File: src/rtl/rx_frame_ctrl.sv
// rx_frame_ctrl: packs the UART byte stream into RGB pixels, fills the frame
// RAM, then streams the frame out over valid/ready with a 2-entry skid FIFO.
//
// state   | meaning
// S_FILL  | packing bytes into pixels and writing them to the RAM
// S_DRAIN | reading the frame back and streaming it downstream
module rx_frame_ctrl #(
  parameter int RGB_WIDTH    = 24,
  parameter int IMG_WIDTH    = 80,
  parameter int IMG_HEIGHT   = 120,
  parameter int TOTAL_PIXELS = IMG_WIDTH * IMG_HEIGHT,
  parameter int ADDR_WIDTH   = $clog2(TOTAL_PIXELS)
) (
  input  logic                  clk,
  input  logic                  reset,
  input  logic                  rx_valid,
  input  logic [7:0]            rx_data,
  output logic                  ram_we,
  output logic [RGB_WIDTH-1:0]  ram_wData,
  output logic [ADDR_WIDTH-1:0] ram_wAddr,
  output logic                  ram_frame_done,
  output logic                  ram_oe,
  output logic [ADDR_WIDTH-1:0] ram_rAddr,
  input  logic [RGB_WIDTH-1:0]  ram_rData,
  output logic                  pix_valid,
  output logic [RGB_WIDTH-1:0]  pix_data,
  output logic                  pix_last,
  input  logic                  pix_ready,
  output logic                  busy,
  output logic                  overrun
);

  typedef enum logic {S_FILL, S_DRAIN} state_t;

  localparam logic [ADDR_WIDTH-1:0] LAST_ADDR = ADDR_WIDTH'(TOTAL_PIXELS - 1);

  state_t                state, state_nxt;
  logic [1:0]            byte_phase;
  logic [7:0]            r_byte, g_byte;
  logic [ADDR_WIDTH-1:0] wr_cnt, rd_cnt;
  logic                  rd_all;
  logic                  rd_inflight, rd_inflight_last;
  logic [RGB_WIDTH-1:0]  fifo_data [2];
  logic                  fifo_last [2];
  logic                  fifo_head;
  logic [1:0]            fifo_cnt;
  logic [1:0]            occ;
  logic                  last_write, fill_byte, pix_pop, rd_issue, fifo_push;

  assign last_write = ram_we && (ram_wAddr == LAST_ADDR);
  // The final write cycle is the hand-over into S_DRAIN, so a byte landing there
  // is treated like a drain-time byte.
  assign fill_byte  = rx_valid && (state == S_FILL) && !last_write;
  assign pix_valid  = (fifo_cnt != 2'd0);
  assign pix_data   = fifo_data[fifo_head];
  assign pix_last   = pix_valid && fifo_last[fifo_head];
  assign pix_pop    = pix_valid && pix_ready;
  assign fifo_push  = rd_inflight;
  assign busy       = (state == S_DRAIN);
  assign occ        = fifo_cnt + {1'b0, rd_inflight} - {1'b0, pix_pop};

  // State register.
  always_ff @(posedge clk) begin
    if (reset) state <= S_FILL;
    else       state <= state_nxt;
  end

  // Next-state and read-issue decode; a read goes out only while buffered plus
  // in-flight pixels stay below the FIFO depth.
  always_comb begin
    state_nxt = state;
    rd_issue  = 1'b0;
    case (state)
      S_FILL: begin
        if (last_write) state_nxt = S_DRAIN;
      end
      S_DRAIN: begin
        rd_issue = !reset && !rd_all && (occ < 2'd2);
        if (pix_pop && pix_last) state_nxt = S_FILL;
      end
      default: state_nxt = S_FILL;
    endcase
    ram_oe    = rd_issue;
    ram_rAddr = rd_cnt;
  end

  // Byte packing, RAM write port, frame-done pulse and sticky overrun.
  always_ff @(posedge clk) begin
    if (reset) begin
      byte_phase     <= 2'd0;
      r_byte         <= 8'd0;
      g_byte         <= 8'd0;
      wr_cnt         <= '0;
      ram_we         <= 1'b0;
      ram_wData      <= '0;
      ram_wAddr      <= '0;
      ram_frame_done <= 1'b0;
      overrun        <= 1'b0;
    end else begin
      ram_we         <= 1'b0;
      ram_frame_done <= last_write;
      if (rx_valid && !fill_byte) overrun <= 1'b1;
      if (last_write) begin
        byte_phase <= 2'd0;
      end else if (fill_byte) begin
        case (byte_phase)
          2'd0: begin
            r_byte     <= rx_data;
            byte_phase <= 2'd1;
          end
          2'd1: begin
            g_byte     <= rx_data;
            byte_phase <= 2'd2;
          end
          default: begin
            ram_we     <= 1'b1;
            ram_wData  <= {r_byte, g_byte, rx_data};
            ram_wAddr  <= wr_cnt;
            wr_cnt     <= (wr_cnt == LAST_ADDR) ? '0 : wr_cnt + ADDR_WIDTH'(1);
            byte_phase <= 2'd0;
          end
        endcase
      end
    end
  end

  // Read counter, in-flight tracking and the 2-entry output FIFO.
  always_ff @(posedge clk) begin
    if (reset) begin
      rd_cnt           <= '0;
      rd_all           <= 1'b0;
      rd_inflight      <= 1'b0;
      rd_inflight_last <= 1'b0;
      fifo_head        <= 1'b0;
      fifo_cnt         <= 2'd0;
      for (int i = 0; i < 2; i++) begin
        fifo_data[i] <= '0;
        fifo_last[i] <= 1'b0;
      end
    end else begin
      rd_inflight      <= rd_issue;
      rd_inflight_last <= rd_issue && (rd_cnt == LAST_ADDR);
      if (rd_issue) begin
        if (rd_cnt == LAST_ADDR) rd_all <= 1'b1;
        else                     rd_cnt <= rd_cnt + ADDR_WIDTH'(1);
      end
      if (state == S_DRAIN && state_nxt == S_FILL) begin
        rd_cnt <= '0;
        rd_all <= 1'b0;
      end
      if (fifo_push) begin
        fifo_data[fifo_head ^ fifo_cnt[0]] <= ram_rData;
        fifo_last[fifo_head ^ fifo_cnt[0]] <= rd_inflight_last;
      end
      if (pix_pop) fifo_head <= ~fifo_head;
      fifo_cnt <= fifo_cnt + {1'b0, fifo_push} - {1'b0, pix_pop};
    end
  end

endmodule

File: config.mk
export PLATFORM = sky130hd
export DESIGN_NAME = rx_frame_ctrl
export DESIGN_NICKNAME = d
export VERILOG_FILES = /design/src/rtl/rx_frame_ctrl.sv
export SDC_FILE = /design/constraint.sdc
export NUM_CORES = 1
export LEC_CHECK = 0
export ABC_AREA = 1
export BUFFER_PORTS_ARGS = -buffer_cell sky130_fd_sc_hd__buf_2
export CORE_ASPECT_RATIO = 0.7
export CORE_MARGIN = 1
export CORE_UTILIZATION = 25
export CTS_BUF_LIST = sky130_fd_sc_hd__clkbuf_16
export DETAILED_ROUTE_END_ITERATION = 8
export PLACE_DENSITY = 0.52
export SLEW_MARGIN = 5
export SYNTH_ARGS = -nofsm -noshare
export SYNTH_HDL_FRONTEND = slang
export SYNTH_SLANG_ARGS = --single-unit
File: constraint.sdc
create_clock -name clk -period 2 [get_ports clk]
set_clock_uncertainty 0.1 [all_clocks]
set_input_delay 0.1 -clock clk [delete_from_list [all_inputs] [get_ports clk]]
set_output_delay 0.1 -clock clk [all_outputs]
set_load 0.01 [all_outputs]
# Word level (Yosys, flattened, before mapping)
# Memories as Yosys holds them, arrays and structs flattened. A register that Yosys moved wholly into a read port is not among the register bits.
# Index checks and enable logic that the tools add are counted.
# W data, S select, Z words.
# classes
n_eq_ne,4
n_reduce_logical,28
n_bitwise,8
muxes,22
addsub,4
n_lt_le_gt_ge,1
# op_table
cell,count
$eq A14 B14 Y1 const B,3
$add A14 B1 Y14 const B,2
$mux W24,1
$reduce_or A24 Y1,1
$mux W1,18
$mux W14,1
$logic_and A1 B1 Y1,11
$reduce_and A3 Y1,3
$not A1 Y1,7
$reduce_or A2 Y1,3
$logic_not A1 Y1,4
$pmux W2 S2,1
$reduce_and A2 Y1,2
$reduce_or A3 Y1,1
$add A2 B1 Y2,1
$eq A2 B1 Y1 const B,1
$logic_not A2 Y1,1
$lt A2 B2 Y1 const B,1
$pmux W1 S2,1
$reduce_bool A2 Y1,1
$sub A2 B1 Y2,1
$reduce_or A1 Y1,1
$xor A1 B1 Y1,1
# word_totals
wordCells,85
input_bits,36
ff_bits,94
output_inout_bits,83
memories,2
ram_bits,50
# memory_table
name,depth,word_bits,read_ports,rd_clocked_by_memory_dff,wr,line,source
fifo_data,2,24,1,1,2,43,logic [RGB_WIDTH-1:0] fifo_data [2];
fifo_last,2,1,1,1,2,44,logic fifo_last [2];

# Logic depth before layout (Yosys ltp)
# depth
depth_word,8
depth_mapped,16
mapped_depth_nobuf,16

# Least setup slack after synthesis
# Ideal clock, no wire load.
# synth_timing
path_type,register -> register
start,register fifo_cnt[0]
end,"register rd_cnt[1], in the netlist ram_rAddr[1]"
required_time_ns,1.784
synth_period_minus_slack_ns,2.113
slack_ns,-0.113
setup_ns,0.116
t_arrival_ns,1.897
path_buffers,0
path_stages_with_launch,15
path_cell_list,dfxtp_1 -> nor2_1 -> inv_1 -> nand2_1 -> inv_1 -> ha_1 -> inv_1 -> ha_1 -> nand3b_1 -> nand2_1 -> nand2_2 -> inv_1 -> nand2_1 -> nor2_1 -> nor2_1
# synth_between
elab_cells_between_ends,15
cone_classes,add/sub: 2; order compare: 1; mux: 3; bitwise: 1; reduce/logical: 8
# synth_lines
item,line,source
from (decl),46,logic [1:0] fifo_cnt;
from (signal assigned),156,"fifo_cnt <= fifo_cnt + {1'b0, fifo_push} - {1'b0, pix_pop};"
$reduce_bool A2 Y1,54,assign pix_valid = (fifo_cnt != 2'd0);
via pix_valid,25,"output logic pix_valid,"
$logic_and A1 B1 Y1,57,assign pix_pop = pix_valid && pix_ready;
via pix_pop,48,"logic last_write, fill_byte, pix_pop, rd_issue, fifo_push;"
$sub A2 B1 Y2,60,"assign occ = fifo_cnt + {1'b0, rd_inflight} - {1'b0, pix_pop};"
$lt A2 B2 Y1,78,rd_issue = !reset && !rd_all && (occ < 2'd2);
$logic_and A1 B1 Y1,78,
$mux W1,73,case (state)
via ram_oe,22,"output logic ram_oe,"
$reduce_and A2 Y1 (no source line),-,
to (signal assigned),145,else rd_cnt <= rd_cnt + ADDR_WIDTH'(1);
to (decl),40,"logic [ADDR_WIDTH-1:0] wr_cnt, rd_cnt;"
# The timed path passes the listed nets, and every way through them passes these cells.
# A chain may end at the register's enable or synchronous reset.

# Worst setup path in the final report
# layout_timing
start,register fifo_cnt[0]
end,output port ram_oe
# layout_between
elab_chain_len,6
elab_cells_between_ends,7
cone_classes,add/sub: 2; order compare: 1; mux: 1; reduce/logical: 3
# layout_lines
item,line
$reduce_bool A2 Y1,54
$logic_and A1 B1 Y1,57
via pix_pop,48
$sub A2 B1 Y2,60
$lt A2 B2 Y1,78
$logic_and A1 B1 Y1,78
$mux W1,73
to (decl),22
# The timed path passes the listed nets, and every way through them passes these cells.

==> run metrics <==
outcome=complete, but fails checks; failing checks=negative setup slack; reg2reg setup slack=-0.27 ns; Post-Synthesis Cells=863; CORE AREA=24920 um2; initial antenna violation count=0; WHS Endpoint=ram_rAddr[9]; port bufs=118; Max-Cap Viols=0; yosys warns=0; min-delay worst type=input port to flip-flop; dpl hpwl=around 12 mm; num rows=48; Req. time, crit path=1.80 ns; Global Route Usage Sum=0.1397; worst r2r dst=ram_rAddr[4]; Leak Pwr=4.299 nW; first-pass detailed-route iteration total=5; TritonCTS buffer count=17; chip width=193.7 um; drt wl/cell=13.00 um; Worst setup EP type=output pin; Setup Crit Path Kind=flip-flop to output pin; worst relative slew slack=0.7140; clock-pin slew on the worst setup and hold paths=0.06 ns; VDD IR max=0.5928 mV; chip height=136.2 um; Root Driver=clkbuf_16; synthesized flop and latch total=145; P_int=0.005606 W; Comb pwr share=0.135; die area=26380 um2; RePlAce Congestion=between 0.8 and 0.9; setup tns final=-3.855 ns; reg2reg start=fifo_cnt[0]; Mean Syn Cell Area=about 7.5 um2; starting density of the core=0.2580; Tot Pwr=about 0.0075 W; # nets final=1099; DRC=0; Power Density=around 840 nW/um2; antenna diode count=0; Final Cycle Share=1.169; WL final=18.16 mm; Seq pwr share=0.425; worst setup margin=-0.3372 ns; post-synthesis sequential area ratio=0.5293; Area Growth Syn to Fin=37.98%; Reg2Reg Depth=17; Slew Limit Fails=0; Routed Antenna Nets=0; Setup violations, final=19; largest net degree at the start of global routing=38; min Tclk post-route=2.337 ns; synth unique cells=29; grt total ovfl=0; Crit Path Max Fanout=3; Clock Path Buffers=2; fmax=427.9 MHz; Starting DRT DRC Count=between 300 and 400; hold-critical path depth=4; Hold Slack=0.06252 ns; global-route wire length before repair=28.17 mm; measured slew at the worst slew-check pin=0.4257 ns; worst skew pair latency=0.42 ns; CTS H-tree depth=4; IO Pins=between 100 and 150; via count=slightly below 6000; switching pwr=about 0.0019 W; Clock Power Share=0.440; Worst Setup Start Kind=flip-flop; endpoints failing hold=0; Via density=~4.2; syn_nets=903; layout cells sized above 1=0.2341; switching share of power=0.2500; vias in the first global route=5239; hold_sp=pix_ready; CTS tree=done; CP Data Arrival Time=2.14 ns; clock sinks=145; cell area after synthesis=6430 um2; RSZ-0062 raised after global routing=true
## layer usage
layer	global-route usage	part of all wire
met3	0.03473	0.048
met1	0.1983	0.52
met5	0	0
met4	0.04133	0.0079
met2	0.2080	0.42
## worst max path at each step
stage / startpoint / endpoint / slack, ns / cells past startpoint
floorplan: fifo_cnt[0] / ram_rAddr[3] / 0.0009 / 14
global placement: fifo_cnt[0] / ram_rAddr[8] / -0.09 / 15
detailed placement: fifo_cnt[0] / ram_rAddr[8] / -0.11 / 16
CTS: fifo_cnt[1] / ram_oe / -0.31 / 14
global route: fifo_cnt[0] / ram_oe / -0.45 / 14
finish: fifo_cnt[0] / ram_oe / -0.34 / 14
## placed cells by master, fill, tap and decap left out, drive strengths merged
cell type,n
dlygate4sd3,35
xor2,5
clkbuf,20
bufinv,2
a21oi,26
xnor2,1
o21bai,2
dfxtp,95
o21ai,8
clkinv,4
nor3,3
inv,104
nand3b,3
edfxtp,50
ha,4
nor2,152
nand2,336
nand3,40
nor4,1
clkinvlp,3
nand4,10
buf,168
## sequential cells by signal (all words and copies together), names as in the netlist, named ones only
name / count
rd_inflight_last: 1
ram_frame_done: 1
ram_wData: 24
ram_rAddr: 14
wr_cnt: 14
g_byte: 8
fifo_push: 1
busy: 1
ram_we: 1
fifo_head: 1
rd_all: 1
r_byte: 8
fifo_data: 48
fifo_cnt: 2
byte_phase: 2
ram_wAddr: 14
overrun: 1
fifo_last: 2
## final cells by class
class,count,area [um2]
clock buffers,19,475.5
clock inverters,13,131.4
fillers,2607,16050
inverters,100,382.9
multi-input cells,591,2621
flip-flops and latches,145,3406
well taps,325,406.6
repair buffers,204,1449
## worst max-delay path, stage by stage (launching register included)
cell	delay, ns
dfxtp_2	0.34
nor2_4	0.11
inv_2	0.05
nand2_2	0.05
inv_2	0.04
ha_4	0.25
inv_2	0.03
ha_4	0.15
nand3b_1	0.19
nand2_2	0.10
nand2_2	0.06
buf_6	0.12
inv_4	0.04
buf_6	0.09
buf_6	0.09
## stage by stage
stage                     cells  area (um2)    util  worst slack (ns)
after global placement     1308        7551  0.3030          -0.09407
after CTS                  1396        8801  0.3531           -0.3141
after global routing       1397        8872  0.3560           -0.4482
final                      1397        8872  0.3560           -0.3372
after floorplan             863        6447       -         0.0009143
after detailed placement   1308        7551  0.3030           -0.1141
## synth_stat cells, drive strengths merged
cell type  number  area [um2]
edfxtp         50        1501
nand2         336        1289
buf            19       127.6
nor2          152       593.1
o21bai          2       15.01
nor3            3       15.01
o21ai           8       40.03
clkbuf          8       30.03
inv            99       371.6
nor4            1       6.260
dfxtp          95        1902
ha              4       50.05
clkinv          1       8.760
nand3b          3       22.52
xor2            5       43.79
xnor2           1       8.760
nand4          10       62.56
a21oi          26       130.1
nand3          40       212.7
## power by group through the flow
stage          Combinational [W]  Sequential, W  Clock (W)
6_report                 0.00101        0.00318    0.00329
5_1_grt                  0.00111        0.00319    0.00349
4_1_cts                 0.000978        0.00318    0.00338
3_5_place_dp            0.000679        0.00324          0
3_3_place_gp            0.000678        0.00323          0
2_1_floorplan           0.000387        0.00323          0
## cell families (layout without fill, tap and decap cells)
logic type / Yosys count / count (layout) / share of synthesized area
and+or+nand+nor: 545 / 545 / 0.3423
DFF: 145 / 145 / 0.5293
buffers and inverters: 127 / 336 / 0.08367
AOI/OAI and AO/OA: 36 / 36 / 0.02880
xor gates and xnor gates: 6 / 6 / 0.008173
adders and majority gates: 4 / 4 / 0.007784
## what timing repair did
| action | 4_1_cts | 5_1_grt |
|---|---|---|
| gates resized for setup | 29 | 21 |
| pin swaps | 18 | 13 |
| endpoints found under the setup margin | 16 | 32 |
| gates cloned | 1 | 0 |
| endpoints found under the hold margin | 77 | 0 |
| buffers inserted | 21 | 4 |
| hold buffers | 35 | 0 |
Power figures use the tool's default switching activity.
